===== config.mk =====
export PLATFORM = sky130hd
export DESIGN_NAME = id_decode
export DESIGN_NICKNAME = d
export VERILOG_FILES = /design/src/rtl/id_decode.sv
export SDC_FILE = /design/constraint.sdc
export NUM_CORES = 1
export LEC_CHECK = 0
export CAP_MARGIN = 10
export CORE_MARGIN = 3
export CORE_UTILIZATION = 45
export DETAILED_ROUTE_END_ITERATION = 8
export PLACE_DENSITY_LB_ADDON = 0.08
export SETUP_SLACK_MARGIN = 0.1
export SYNTH_ARGS = -nofsm -noshare
export SYNTH_HDL_FRONTEND = slang
export SYNTH_SLANG_ARGS = --single-unit

===== constraint.sdc =====
create_clock -name clk -period 4.95 [get_ports clk]
set_clock_uncertainty 0.15 [all_clocks]
set_input_delay 0.7425 -clock clk [delete_from_list [all_inputs] [get_ports clk]]
set_output_delay 0.7425 -clock clk [all_outputs]
set_load 0.005 [all_outputs]

===== src/rtl/id_decode.sv =====
// RV32I integer-subset decode stage: one instruction per valid/ready handshake,
// registered control/operand fields for the execute ALU, illegal words dropped and counted.
module id_decode #(
    parameter int CNT_W = 8
) (
    input  logic             clk,
    input  logic             rst,
    input  logic             inst_valid,
    output logic             inst_ready,
    input  logic [31:0]      inst,
    input  logic [31:0]      pc,
    output logic             out_valid,
    input  logic             out_ready,
    output logic             ex_en,
    output logic [2:0]       aluop,
    output logic             pc_en,
    output logic             imm_en,
    output logic [31:0]      imm,
    output logic [31:0]      pc_out,
    output logic [4:0]       rs1_addr,
    output logic [4:0]       rs2_addr,
    output logic [4:0]       rd_addr,
    output logic             rd_we,
    output logic             illegal,
    output logic [CNT_W-1:0] illegal_cnt
);

    typedef enum logic [2:0] {
        ALU_OR  = 3'd0,
        ALU_AND = 3'd1,
        ALU_XOR = 3'd2,
        ALU_ADD = 3'd3,
        ALU_SUB = 3'd4
    } aluop_e;

    typedef struct packed {
        aluop_e      aluop;
        logic        pc_en;
        logic        imm_en;
        logic [31:0] imm;
        logic [31:0] pc;
        logic [4:0]  rs1;
        logic [4:0]  rs2;
        logic [4:0]  rd;
        logic        rd_we;
    } fields_t;

    localparam logic [6:0] OPC_OP     = 7'b0110011;
    localparam logic [6:0] OPC_OP_IMM = 7'b0010011;
    localparam logic [6:0] OPC_LUI    = 7'b0110111;
    localparam logic [6:0] OPC_AUIPC  = 7'b0010111;

    logic [6:0] opcode, funct7;
    logic [2:0] funct3;
    logic       dec_legal;
    fields_t    dec_fld;

    assign opcode = inst[6:0];
    assign funct3 = inst[14:12];
    assign funct7 = inst[31:25];

    always_comb begin
        dec_legal      = 1'b0;
        dec_fld.aluop  = ALU_ADD;
        dec_fld.pc_en  = 1'b0;
        dec_fld.imm_en = 1'b0;
        dec_fld.imm    = 32'h0;
        dec_fld.pc     = pc;
        dec_fld.rs1    = inst[19:15];
        dec_fld.rs2    = inst[24:20];
        dec_fld.rd     = inst[11:7];
        dec_fld.rd_we  = 1'b1;
        case (opcode)
            OPC_OP: begin
                // funct7=0100000 is only meaningful as SUB; with any other funct3 it is illegal
                case (funct3)
                    3'b000: begin
                        dec_legal     = (funct7 == 7'b0000000) || (funct7 == 7'b0100000);
                        dec_fld.aluop = inst[30] ? ALU_SUB : ALU_ADD;
                    end
                    3'b100: begin
                        dec_legal     = (funct7 == 7'b0000000);
                        dec_fld.aluop = ALU_XOR;
                    end
                    3'b110: begin
                        dec_legal     = (funct7 == 7'b0000000);
                        dec_fld.aluop = ALU_OR;
                    end
                    3'b111: begin
                        dec_legal     = (funct7 == 7'b0000000);
                        dec_fld.aluop = ALU_AND;
                    end
                    default: dec_legal = 1'b0;
                endcase
            end
            OPC_OP_IMM: begin
                dec_fld.imm    = {{20{inst[31]}}, inst[31:20]};
                dec_fld.imm_en = 1'b1;
                dec_fld.rs2    = 5'd0;
                case (funct3)
                    3'b000: begin dec_legal = 1'b1; dec_fld.aluop = ALU_ADD; end
                    3'b100: begin dec_legal = 1'b1; dec_fld.aluop = ALU_XOR; end
                    3'b110: begin dec_legal = 1'b1; dec_fld.aluop = ALU_OR;  end
                    3'b111: begin dec_legal = 1'b1; dec_fld.aluop = ALU_AND; end
                    default: dec_legal = 1'b0;
                endcase
            end
            OPC_LUI, OPC_AUIPC: begin
                dec_legal      = 1'b1;
                dec_fld.imm    = {inst[31:12], 12'h000};
                dec_fld.imm_en = 1'b1;
                dec_fld.pc_en  = (opcode == OPC_AUIPC);
                dec_fld.rs1    = 5'd0;
                dec_fld.rs2    = 5'd0;
            end
            default: dec_legal = 1'b0;
        endcase
    end

    logic             out_valid_q, out_valid_d;
    logic             ex_en_q, ex_en_d;
    logic             illegal_q, illegal_d;
    logic [CNT_W-1:0] illegal_cnt_q, illegal_cnt_d;
    fields_t          fld_q, fld_d;
    logic             accept;

    // ex_en term guarantees a low cycle between strobes for the edge-triggered ALU
    assign inst_ready = !rst && (!out_valid_q || out_ready) && !ex_en_q;
    assign accept     = inst_valid && inst_ready;

    always_comb begin
        out_valid_d   = out_valid_q;
        ex_en_d       = 1'b0;
        illegal_d     = 1'b0;
        illegal_cnt_d = illegal_cnt_q;
        fld_d         = fld_q;
        if (accept) begin
            if (dec_legal) begin
                fld_d       = dec_fld;
                out_valid_d = 1'b1;
                ex_en_d     = 1'b1;
            end else begin
                out_valid_d   = 1'b0;
                illegal_d     = 1'b1;
                illegal_cnt_d = (illegal_cnt_q == '1) ? illegal_cnt_q
                                                      : illegal_cnt_q + CNT_W'(1);
            end
        end else if (out_valid_q && out_ready) begin
            out_valid_d = 1'b0;
        end
    end

    always_ff @(posedge clk) begin
        if (rst) begin
            out_valid_q   <= 1'b0;
            ex_en_q       <= 1'b0;
            illegal_q     <= 1'b0;
            illegal_cnt_q <= '0;
            fld_q         <= '0;
        end else begin
            out_valid_q   <= out_valid_d;
            ex_en_q       <= ex_en_d;
            illegal_q     <= illegal_d;
            illegal_cnt_q <= illegal_cnt_d;
            fld_q         <= fld_d;
        end
    end

    assign out_valid   = out_valid_q;
    assign ex_en       = ex_en_q;
    assign illegal     = illegal_q;
    assign illegal_cnt = illegal_cnt_q;
    assign aluop       = fld_q.aluop;
    assign pc_en       = fld_q.pc_en;
    assign imm_en      = fld_q.imm_en;
    assign imm         = fld_q.imm;
    assign pc_out      = fld_q.pc;
    assign rs1_addr    = fld_q.rs1;
    assign rs2_addr    = fld_q.rs2;
    assign rd_addr     = fld_q.rd;
    assign rd_we       = fld_q.rd_we;

endmodule


==> results.ini <==
[grt]
grt.total_usage_pct=22.34
overflow=0
grt_pass1_wl_um=17400
antenna_found_initial=0
grt_max_degree=67
grt_pass1_vias=3544

[clocking]
postCtsHoldBufs=0
clkLatencyLatePin_ps=360
htree_levels=3
clockBufferDepth=2
cts_tree=built
cts-buffers-inserted=9
clkSinkCount=96
cts_setup_buffers=0
cts-root-buf=clkbuf_8
clk_pin_slew_worst_paths_ps=100
cts_resized=0

[synth]
netlist_area_um2=3697
ys_ff_latch=96
synth_nets=511
synth_top_area_share_pct=51.98
synthTopCellsByArea=dfxtp_1 52%, nand2_1 11%, a21oi_1 10%
async_flop_share_pct=0
yosys.cell_types.count=42
synth_edf_count=0
yosysMostFrequentCell=nand2_1
synth_cells=442
yosysWarnings=0
ys.flop_type=dfxtp_1
yosysTopAreaCell=dfxtp_1
post_synth.cell_area_avg_um2=8.365
synth_common_cells=111 x nand2_1, 96 x dfxtp_1, 76 x a21oi_1, 24 x o21ai_0, 14 x nand3_1
seq_area_frac_synth_pct=51.98

[run_status]
status=complete, no violations

[power]
power_leakage_nw=1.892
p_total_mw=1.363
peakVddDrop_v=0.0001279
p_per_area_nw_per_um2=246.7

[sta]
rsz0062_at_grt=no
setup_tns_ps=0
final_hold_viol_count=0
setup_slack_ps=2004
fmax_mhz=339.4
period_share_pct=59.52
drv_slew=0
slew_headroom_pct=43.24
fin_hold_ws_ps=305.1
fin_crit_ps=2946
finalSetupViolations=0
worst_pin_slew_ps=850.5

[cells_and_area]
diodes=0
n_fill_cell=664
drive_gt1_share_pct=7.203
nNetsFinal=661
syn_to_final_growth_pct=49.48

[critical_path]
startpoint_type=input port
r2r_slack_ps=2730
path_class=in -> reg
endpoint_kind=flip-flop
critPathMaxFanout=45
arrival_ps=3080
cp.required_ps=5080

[routing]
drtPass1Iterations=4
ant_nets=0
drt_iter0_drc=112
num_vias=3682
vias_per_cell=5.268
drc_errors=0
routed_wl_um=10740
wl_per_cell_um=15.36

[floorplan]
design.die.area_um2=9340
design.portCount=165
die_h_um=96.65
fp-row-count=32
start_util_pct=47.11
fp.dieW_um=96.65
core_area_um2=7848

[placement]
post-dp-hpwl_um=7686
place_ws_ps=1644
portBuffers=164
gp_congestion=0.8737

[run]
drv_cap=0

[worst_hold_path]
hold_class=reg -> reg

final timing paths:
path / start / end / cells past startpoint
worst max-delay path: inst[29] / imm_en / 8
worst min register to register: rs2_addr[1] / rs2_addr[1] / 2
worst max register to register: ex_en / imm_en / 7
worst min-delay path: rs2_addr[1] / rs2_addr[1] / 2
worst max-delay path: stages:
cell and delay (ps):
clkdlybuf4s50_1 440, nor4_1 450, a211o_2 230, nand3_2 90, inv_2 510, buf_4 360, nor2_1 60, a211oi_1 190
sequential cells by signal, summed over array words and instances, names as in the netlist:
name	flops
rd_we	1
rs2_addr	5
pc_out	32
pc_en	1
imm_en	1
aluop	3
illegal_cnt	8
illegal	1
ex_en	1
out_valid	1
rd_addr	5
rs1_addr	5
imm	32
layout make-up:
class,instances,area (µm²),area share [%]
Clock buffer,11,151.4,2.739
Tap cell,102,127.6,2.309
Sequential cell,96,1922,34.77
Clock inverter,5,38.79,0.7018
Multi-Input combinational cell,308,1579,28.57
Timing Repair Buffer,170,1682,30.43
Inverter,7,26.28,0.4754
per-layer routing:
metal,vias to the layer above,share of wire [%],wire length [µm],GRT usage (%)
li1,1824,-,-,-
met2,124,49,5235,37.00
met1,1722,43,4572,28.20
met5,-,0,0,0
met3,12,7.1,765,6.777
met4,0,1.5,163,6.263
report_power, final:
part	switching (mW)	internal (mW)
clock	0.271	0.213
combinational	0.0426	0.0603
sequential	0.00201	0.775
through the flow:
stage | area (µm²) | utilization [%] | cells
2_1_floorplan | 3697 | - | 442
3_3_place_gp | 5336 | 68.00 | 683
3_5_place_dp | 5336 | 68.00 | 683
4_1_cts | 5527 | 70.42 | 699
5_1_grt | 5527 | 70.42 | 699
6_report | 5527 | 70.42 | 699
layout by cell type, fill, tap and decap left out, drive strengths merged:
master,count
a211o,2
a211oi,5
a21oi,76
a22oi,1
a31o,11
a31oi,1
a32oi,1
and2,1
and3,12
and4,2
buf,7
clkbuf,11
clkdlybuf4s50,163
clkinv,3
clkinvlp,1
dfxtp,96
ha,1
inv,8
nand2,111
nand2b,3
nand3,15
nand3b,3
nand4,3
nor2,10
nor3,7
nor4,5
nor4b,1
o21a,1
o21ai,25
o311ai,1
o31a,1
o41ai,1
or2,1
or3,6
or3b,1
cells by family after synthesis:
family                   share of synthesized area, %
flip-flops                                      51.98
AND/OR/NAND/NOR                                 22.34
AO/OA/AOI/OAI                                   19.90
adder cells (fa/ha/maj)                        0.3384
buffers and inverters                           5.448
Note: power is estimated with default switching activity, not from simulation.
